==> src/rtl/xif_copro_pkg.sv <==
// Shared types and instruction patterns for the XIF bit/rotate coprocessor.
// Used by the decoder, the controller and anything talking to the datapath.
package xif_copro_pkg;

    typedef enum logic [1:0] {
        OP_BITREV = 2'd0,
        OP_ROTR   = 2'd1,
        OP_ROTL   = 2'd2,
        OP_NONE   = 2'd3
    } op_e;

    typedef enum logic [1:0] {
        S_IDLE,
        S_WAIT_COMMIT,
        S_EXEC,
        S_RESP
    } state_e;

    // funct7, funct3 and opcode are significant; rs1/rs2/rd are don't-care
    localparam logic [31:0] INSTR_MASK   = 32'hFE00_707F;
    localparam logic [31:0] PAT_BITREV   = 32'h0400_702B;
    localparam logic [31:0] PAT_ROTRIGHT = 32'h0600_702B;
    localparam logic [31:0] PAT_ROTLEFT  = 32'h0800_702B;

endpackage

==> src/rtl/xif_copro_decoder.sv <==
// Combinational decoder: maps an offloaded instruction word to a datapath op.
// Anything that does not match one of the three patterns is OP_NONE.
module xif_copro_decoder
    import xif_copro_pkg::*;
(
    input  logic [31:0] instr_i,
    output op_e         op_o,
    output logic        supported_o
);

    logic [31:0] masked;

    assign masked = instr_i & INSTR_MASK;

    // pattern match on the significant fields
    always_comb begin
        op_o = OP_NONE;
        unique case (1'b1)
            (masked == PAT_BITREV):   op_o = OP_BITREV;
            (masked == PAT_ROTRIGHT): op_o = OP_ROTR;
            (masked == PAT_ROTLEFT):  op_o = OP_ROTL;
            default:                  op_o = OP_NONE;
        endcase
    end

    assign supported_o = (op_o != OP_NONE);

endmodule

==> src/rtl/xif_copro_ctrl.sv <==
// XIF coprocessor controller: one instruction in flight through
// issue, commit, datapath execution with timeout, and result handshake.
module xif_copro_ctrl
    import xif_copro_pkg::*;
#(
    parameter int ID_WIDTH   = 4,
    parameter int DP_TIMEOUT = 15
) (
    input  logic                clk_i,
    input  logic                rst_ni,

    input  logic                issue_valid_i,
    output logic                issue_ready_o,
    input  logic [31:0]         issue_instr_i,
    input  logic [ID_WIDTH-1:0] issue_id_i,
    input  logic [31:0]         issue_rs1_i,
    input  logic [31:0]         issue_rs2_i,
    output logic                issue_accept_o,
    output logic                issue_writeback_o,

    input  logic                commit_valid_i,
    input  logic [ID_WIDTH-1:0] commit_id_i,
    input  logic                commit_kill_i,

    output logic                result_valid_o,
    input  logic                result_ready_i,
    output logic [ID_WIDTH-1:0] result_id_o,
    output logic [4:0]          result_rd_o,
    output logic [31:0]         result_data_o,
    output logic                result_we_o,
    output logic                result_err_o,

    output logic                dp_req_o,
    output op_e                 dp_op_o,
    output logic [31:0]         dp_a_o,
    output logic [4:0]          dp_shamt_o,
    input  logic                dp_done_i,
    input  logic [31:0]         dp_result_i
);

    localparam int CW = $clog2(DP_TIMEOUT + 1);
    localparam logic [CW-1:0] CNT_LAST = CW'(DP_TIMEOUT - 1);

    state_e              state_q, state_d;
    logic                rdy_q;
    logic [CW-1:0]       cnt_q, cnt_d;
    logic [ID_WIDTH-1:0] id_q, id_d;
    logic [4:0]          rd_q, rd_d;
    op_e                 op_q, op_d;
    logic [31:0]         rs1_q, rs1_d;
    logic [4:0]          shamt_q, shamt_d;
    logic [31:0]         data_q, data_d;
    logic                err_q, err_d;

    op_e                 dec_op;
    logic                dec_sup;
    logic                issue_hs;
    logic                unused_rs2;

    // only the low five bits of rs2 matter as a rotate amount
    assign unused_rs2 = ^issue_rs2_i[31:5];

    xif_copro_decoder u_dec (
        .instr_i     (issue_instr_i),
        .op_o        (dec_op),
        .supported_o (dec_sup)
    );

    // rdy_q keeps the port closed until the first edge after reset release
    assign issue_ready_o  = rdy_q & (state_q == S_IDLE);
    assign issue_hs       = issue_valid_i & issue_ready_o;

    assign dp_req_o       = (state_q == S_EXEC);
    assign dp_op_o        = op_q;
    assign dp_a_o         = rs1_q;
    assign dp_shamt_o     = shamt_q;

    assign result_valid_o = (state_q == S_RESP);
    assign result_id_o    = id_q;
    assign result_rd_o    = rd_q;
    assign result_data_o  = data_q;
    assign result_we_o    = result_valid_o & ~err_q;
    assign result_err_o   = result_valid_o & err_q;

    // next-state, latching and offload response
    always_comb begin
        state_d           = state_q;
        cnt_d             = cnt_q;
        id_d              = id_q;
        rd_d              = rd_q;
        op_d              = op_q;
        rs1_d             = rs1_q;
        shamt_d           = shamt_q;
        data_d            = data_q;
        err_d             = err_q;
        issue_accept_o    = 1'b0;
        issue_writeback_o = 1'b0;
        unique case (state_q)
            S_IDLE: begin
                if (issue_hs && dec_sup) begin
                    issue_accept_o    = 1'b1;
                    issue_writeback_o = 1'b1;
                    id_d    = issue_id_i;
                    rd_d    = issue_instr_i[11:7];
                    op_d    = dec_op;
                    rs1_d   = issue_rs1_i;
                    shamt_d = (dec_op == OP_BITREV) ? 5'd0
                                                    : issue_rs2_i[4:0];
                    cnt_d   = '0;
                    if (commit_valid_i && commit_id_i == issue_id_i)
                        state_d = commit_kill_i ? S_IDLE : S_EXEC;
                    else
                        state_d = S_WAIT_COMMIT;
                end
            end
            S_WAIT_COMMIT: begin
                if (commit_valid_i && commit_id_i == id_q) begin
                    state_d = commit_kill_i ? S_IDLE : S_EXEC;
                    cnt_d   = '0;
                end
            end
            S_EXEC: begin
                if (dp_done_i) begin
                    data_d  = dp_result_i;
                    err_d   = 1'b0;
                    cnt_d   = '0;
                    state_d = S_RESP;
                end else if (cnt_q == CNT_LAST) begin
                    data_d  = '0;
                    err_d   = 1'b1;
                    cnt_d   = '0;
                    state_d = S_RESP;
                end else begin
                    cnt_d   = cnt_q + CW'(1);
                end
            end
            S_RESP: begin
                if (result_ready_i)
                    state_d = S_IDLE;
            end
            default: state_d = S_IDLE;
        endcase
    end

    // state, counter and latched instruction fields
    always_ff @(posedge clk_i or negedge rst_ni) begin
        if (!rst_ni) begin
            state_q <= S_IDLE;
            rdy_q   <= 1'b0;
            cnt_q   <= '0;
            id_q    <= '0;
            rd_q    <= '0;
            op_q    <= OP_BITREV;
            rs1_q   <= '0;
            shamt_q <= '0;
            data_q  <= '0;
            err_q   <= 1'b0;
        end else begin
            state_q <= state_d;
            rdy_q   <= 1'b1;
            cnt_q   <= cnt_d;
            id_q    <= id_d;
            rd_q    <= rd_d;
            op_q    <= op_d;
            rs1_q   <= rs1_d;
            shamt_q <= shamt_d;
            data_q  <= data_d;
            err_q   <= err_d;
        end
    end

endmodule
==> config.mk <==
export PLATFORM = sky130hd
export DESIGN_NAME = xif_copro_ctrl
export DESIGN_NICKNAME = d
export VERILOG_FILES = /design/src/rtl/xif_copro_pkg.sv /design/src/rtl/xif_copro_decoder.sv /design/src/rtl/xif_copro_ctrl.sv
export SDC_FILE = /design/constraint.sdc
export NUM_CORES = 1
export LEC_CHECK = 0
export CORE_UTILIZATION = 36
export CTS_CLUSTER_SIZE = 25
export DETAILED_ROUTE_END_ITERATION = 10
export HOLD_SLACK_MARGIN = 0.05
export PLACE_DENSITY = 0.85
export SLEW_MARGIN = 20
export SYNTH_ARGS = -nofsm -noshare
export SYNTH_HDL_FRONTEND = slang
export SYNTH_SLANG_ARGS = --single-unit
==> constraint.sdc <==
create_clock -name clk_i -period 2.5 [get_ports clk_i]
set_clock_uncertainty 0.1 [all_clocks]
set_input_delay 0.25 -clock clk_i [delete_from_list [all_inputs] [get_ports clk_i]]
set_output_delay 0.25 -clock clk_i [all_outputs]
set_load 0.02 [all_outputs]
==> summary.md <==
| Metric | Value |
|---|---|
| Final weighted congestion in routability-driven placement | approximately 0.8 |
| Final period utilization | 0.968 |
| Final worst setup slack | roughly 0.081 ns |
| Setup-failing EPs final | 0 |
| First-pass GRT wire length | 16.0 mm |
| Power per cell area | between 700 and 800 nW/um2 |
| Library cell with the largest summed area after synthesis | sky130_fd_sc_hd__dfrtp_1 |
| Synth top cells by count | sky130_fd_sc_hd__nand2_1, sky130_fd_sc_hd__dfrtp_1, sky130_fd_sc_hd__a22o_1 |
| Die width | between 100 and 150 um |
| Post-Syn Nets | between 400 and 500 |
| Input/output buffers | 192 |
| Clock-pin slew reported for the worst setup and hold paths after clock tree synthesis | 0.09 ns |
| Area delta synth->final | 68.3% |
| Dpl cell area | 5690 um2 |
| Worst-skew pair later-pin latency | 0.35 ns |
| Master cell of the clock root buffer | sky130_fd_sc_hd__clkbuf_8 |
| CTS buffer count | 9 |
| Num Clock Sinks | 88 |
| Total non-filler cell area in the finished layout | 5920 um2 |
| Worst setup slack before clock tree synthesis | -0.356 ns |
| Critical Setup Path Class | input port to flip-flop |
| Final sum of negative setup slack | 0 ns |
| Share of synthesized area occupied by flip-flops and latches | 0.626 |
| Die ar. | 10,200 um2 |
| Detailed-placement wirelength estimate | 7.52 mm |
| Total via count after detailed routing | 3,262 |
| Total number of yosys warnings | 0 |
| Ys flop type | sky130_fd_sc_hd__dfrtp_1 |
| Highest clock frequency the design can meet | 413 MHz |
| Antenna violations before repair | 0 |
| Arrival time at the worst endpoint | between 2 and 3 ns |
| Leakage power total | approximately 2.7 nW |
| TritonCTS clock tree | yes |
| Minimum clock period | ~2.4 ns |
| Number of buffers inserted to repair setup after CTS | 0 |
| Minimum setup slack among reg-to-reg paths | ~0.23 ns |
| Cell with the most instances after synthesis | sky130_fd_sc_hd__nand2_1 |
| Synth top area share | 0.626 |
| Congestion Overflow GR | 0 |
| Number of register bits inferred by synthesis | between 80 and 90 |
| Post-detailed-route DRC marker count | 0 |
| Summed instance area of the synthesized netlist | around 3500 um2 |
| Syn Inst Count | between 300 and 400 |
| Worst Max-Slew Pin Slew | between 0.6 and 0.7 ns |
| Number of nets with antenna violations after routing | 0 |
| Number of top-level design ports | 230 |
| Max-Cap Viols | 0 |
| Pin count of the biggest net entering global routing | 49 |
| Required arrival time at the worst endpoint | 2.67 ns |
| Worst-path maximum fanout | 3 |
| Total count of max-transition violations in the final report | 0 |
| Crit. End Element | flip-flop |
| Max H-tree Level | 3 |
| Slew margin rel. | 0.597 |
| Antenna diodes | 0 |
| Syn avg cell area | just over 10 um2 |
| Die Y | 101 um |
| Avg Vias per Cell | around 4.8 |
| First drt pass iteration count | 4 |
| Final hold vios | 0 |
| NumNets Final | just under 700 |
| Cell types with the largest area share after synthesis | sky130_fd_sc_hd__dfrtp_1, sky130_fd_sc_hd__nand2_1, sky130_fd_sc_hd__a22o_1 |
| Post-synth cell types | 34 |
| Vias in the first global route | approximately 3,300 |
| Initial standard-cell utilization of the core | 0.375 |
| Critical path launch point type | input port |
| Min-Delay Path Class | input port to flip-flop |
| Core area | ~9400 um2 |
| Overall global routing resource usage | 0.204 |
| Number of flops mapped to enable cells by yosys | 0 |
| Ratio of cells with drive above 1 in the final layout | 0.0776 |
| Wire length per cell after detailed routing | ~15 um |
| Total Wirelength | a little over 10 mm |
| Setup repair after global routing missed its margin | no |
| Run status | complete, no violations |
| Maximum ir drop on the vdd rail | between 0.4 and 0.5 mV |
| Cell row count | 35 |
| Maximum clock insertion buffer count | 2 |
| Share of synthesized registers carrying an async set or reset | 1.00 |
| Utilization of the core after routing | 0.632 |
| Drt first-iter violations | 87 |
[state kept, by name, indices dropped and copies added, names as in the netlist, 2 cells and up]
| signal | count |
|---|---|
| cnt_q | 4 |
| dp_a_o | 32 |
| dp_op_o | 2 |
| dp_shamt_o | 5 |
| result_data_o | 32 |
| result_id_o | 4 |
| result_rd_o | 5 |
| state_q | 2 |
[stage by stage]
stage / std cells / hold WS [ns] / power (mW)
final: 683 / 0.318 / 4.41
after global routing: 683 / 0.302 / 4.63
after CTS: 683 / 0.301 / 4.45
after detailed placement: 666 / 0.198 / 3.40
after global placement: 666 / 0.187 / 3.37
after floorplan: 348 / -0.146 / 2.55
[cell families after synthesis]
group,count (synthesis),share of synthesized area
simple gates,174,0.205
flops,88,0.626
compound gates,51,0.112
buf+inv,23,0.0260
xor+xnor,9,0.0224
fa+ha+maj,2,0.00711
other cells,1,0.00107
[power breakdown]
part,internal (mW),switching [mW]
clock,0.524,0.521
sequential,1.72,0.172
combinational,0.845,0.632
[layer usage]
metal  part of all wire  routed length [um]  global-route usage
met1               0.39                3880               0.239
met2               0.50                5040               0.350
met3              0.097                 972              0.0617
met4              0.017                 166              0.0780
met5                  0                   0                   0
[timing repair]
| action | 4_1_cts | 5_1_grt |
|---|---|---|
| hold endpoints to repair | 46 | 0 |
| cloned | 0 | 0 |
| setup endpoints to repair | 2 | 6 |
| gates resized for setup | 9 | 3 |
| hold buffers | 1 | 0 |
[critical path, cell delays in order]
cell                              delay, ns
sky130_fd_sc_hd__clkdlybuf4s50_1       0.43
sky130_fd_sc_hd__nand4b_1              0.17
sky130_fd_sc_hd__or3_1                 0.35
sky130_fd_sc_hd__or4_2                 0.75
sky130_fd_sc_hd__or4_1                 0.54
sky130_fd_sc_hd__o2111ai_1             0.09
[area by class of cell]
type                    instances  area, um2
fillers                       766       3450
flip-flops and latches         88       2200
repair buffers                209       2090
multi-input cells             237       1240
well taps                     129        161
clock buffers                  11        151
clock inverters                 5       63.8
inverters                       4       15.0
[final timing paths]
path,depth (start not counted),start,endpoint
max,6,issue_instr_i[6],state_q[0]$_DFFE_PN0P_
min,3,issue_rs1_i[14],dp_a_o[14]$_DFFE_PN0P_
max reg2reg,5,state_q[1]$_DFFE_PN0P_,state_q[0]$_DFFE_PN0P_
min reg2reg,2,dp_a_o[19]$_DFFE_PN0P_,dp_a_o[19]$_DFFE_PN0P_
max in group asynchronous,3,rst_ni,dp_op_o[0]$_DFFE_PN0P_
min in group asynchronous,2,rst_ni,result_data_o[26]$_DFFE_PN0P_
[layout by cell type, fill, tap and decap left out, types with 4 or more instances in the layout]
master                              n
sky130_fd_sc_hd__clkdlybuf4s50_1  189
sky130_fd_sc_hd__nand2_1          141
sky130_fd_sc_hd__dfrtp_1           88
sky130_fd_sc_hd__a22o_1            32
sky130_fd_sc_hd__buf_4             13
sky130_fd_sc_hd__clkbuf_8          11
sky130_fd_sc_hd__nor2_1             8
sky130_fd_sc_hd__o21ai_0            8
sky130_fd_sc_hd__xor2_1             7
sky130_fd_sc_hd__inv_1              4
Note: power is estimated with default switching activity, not from simulation.
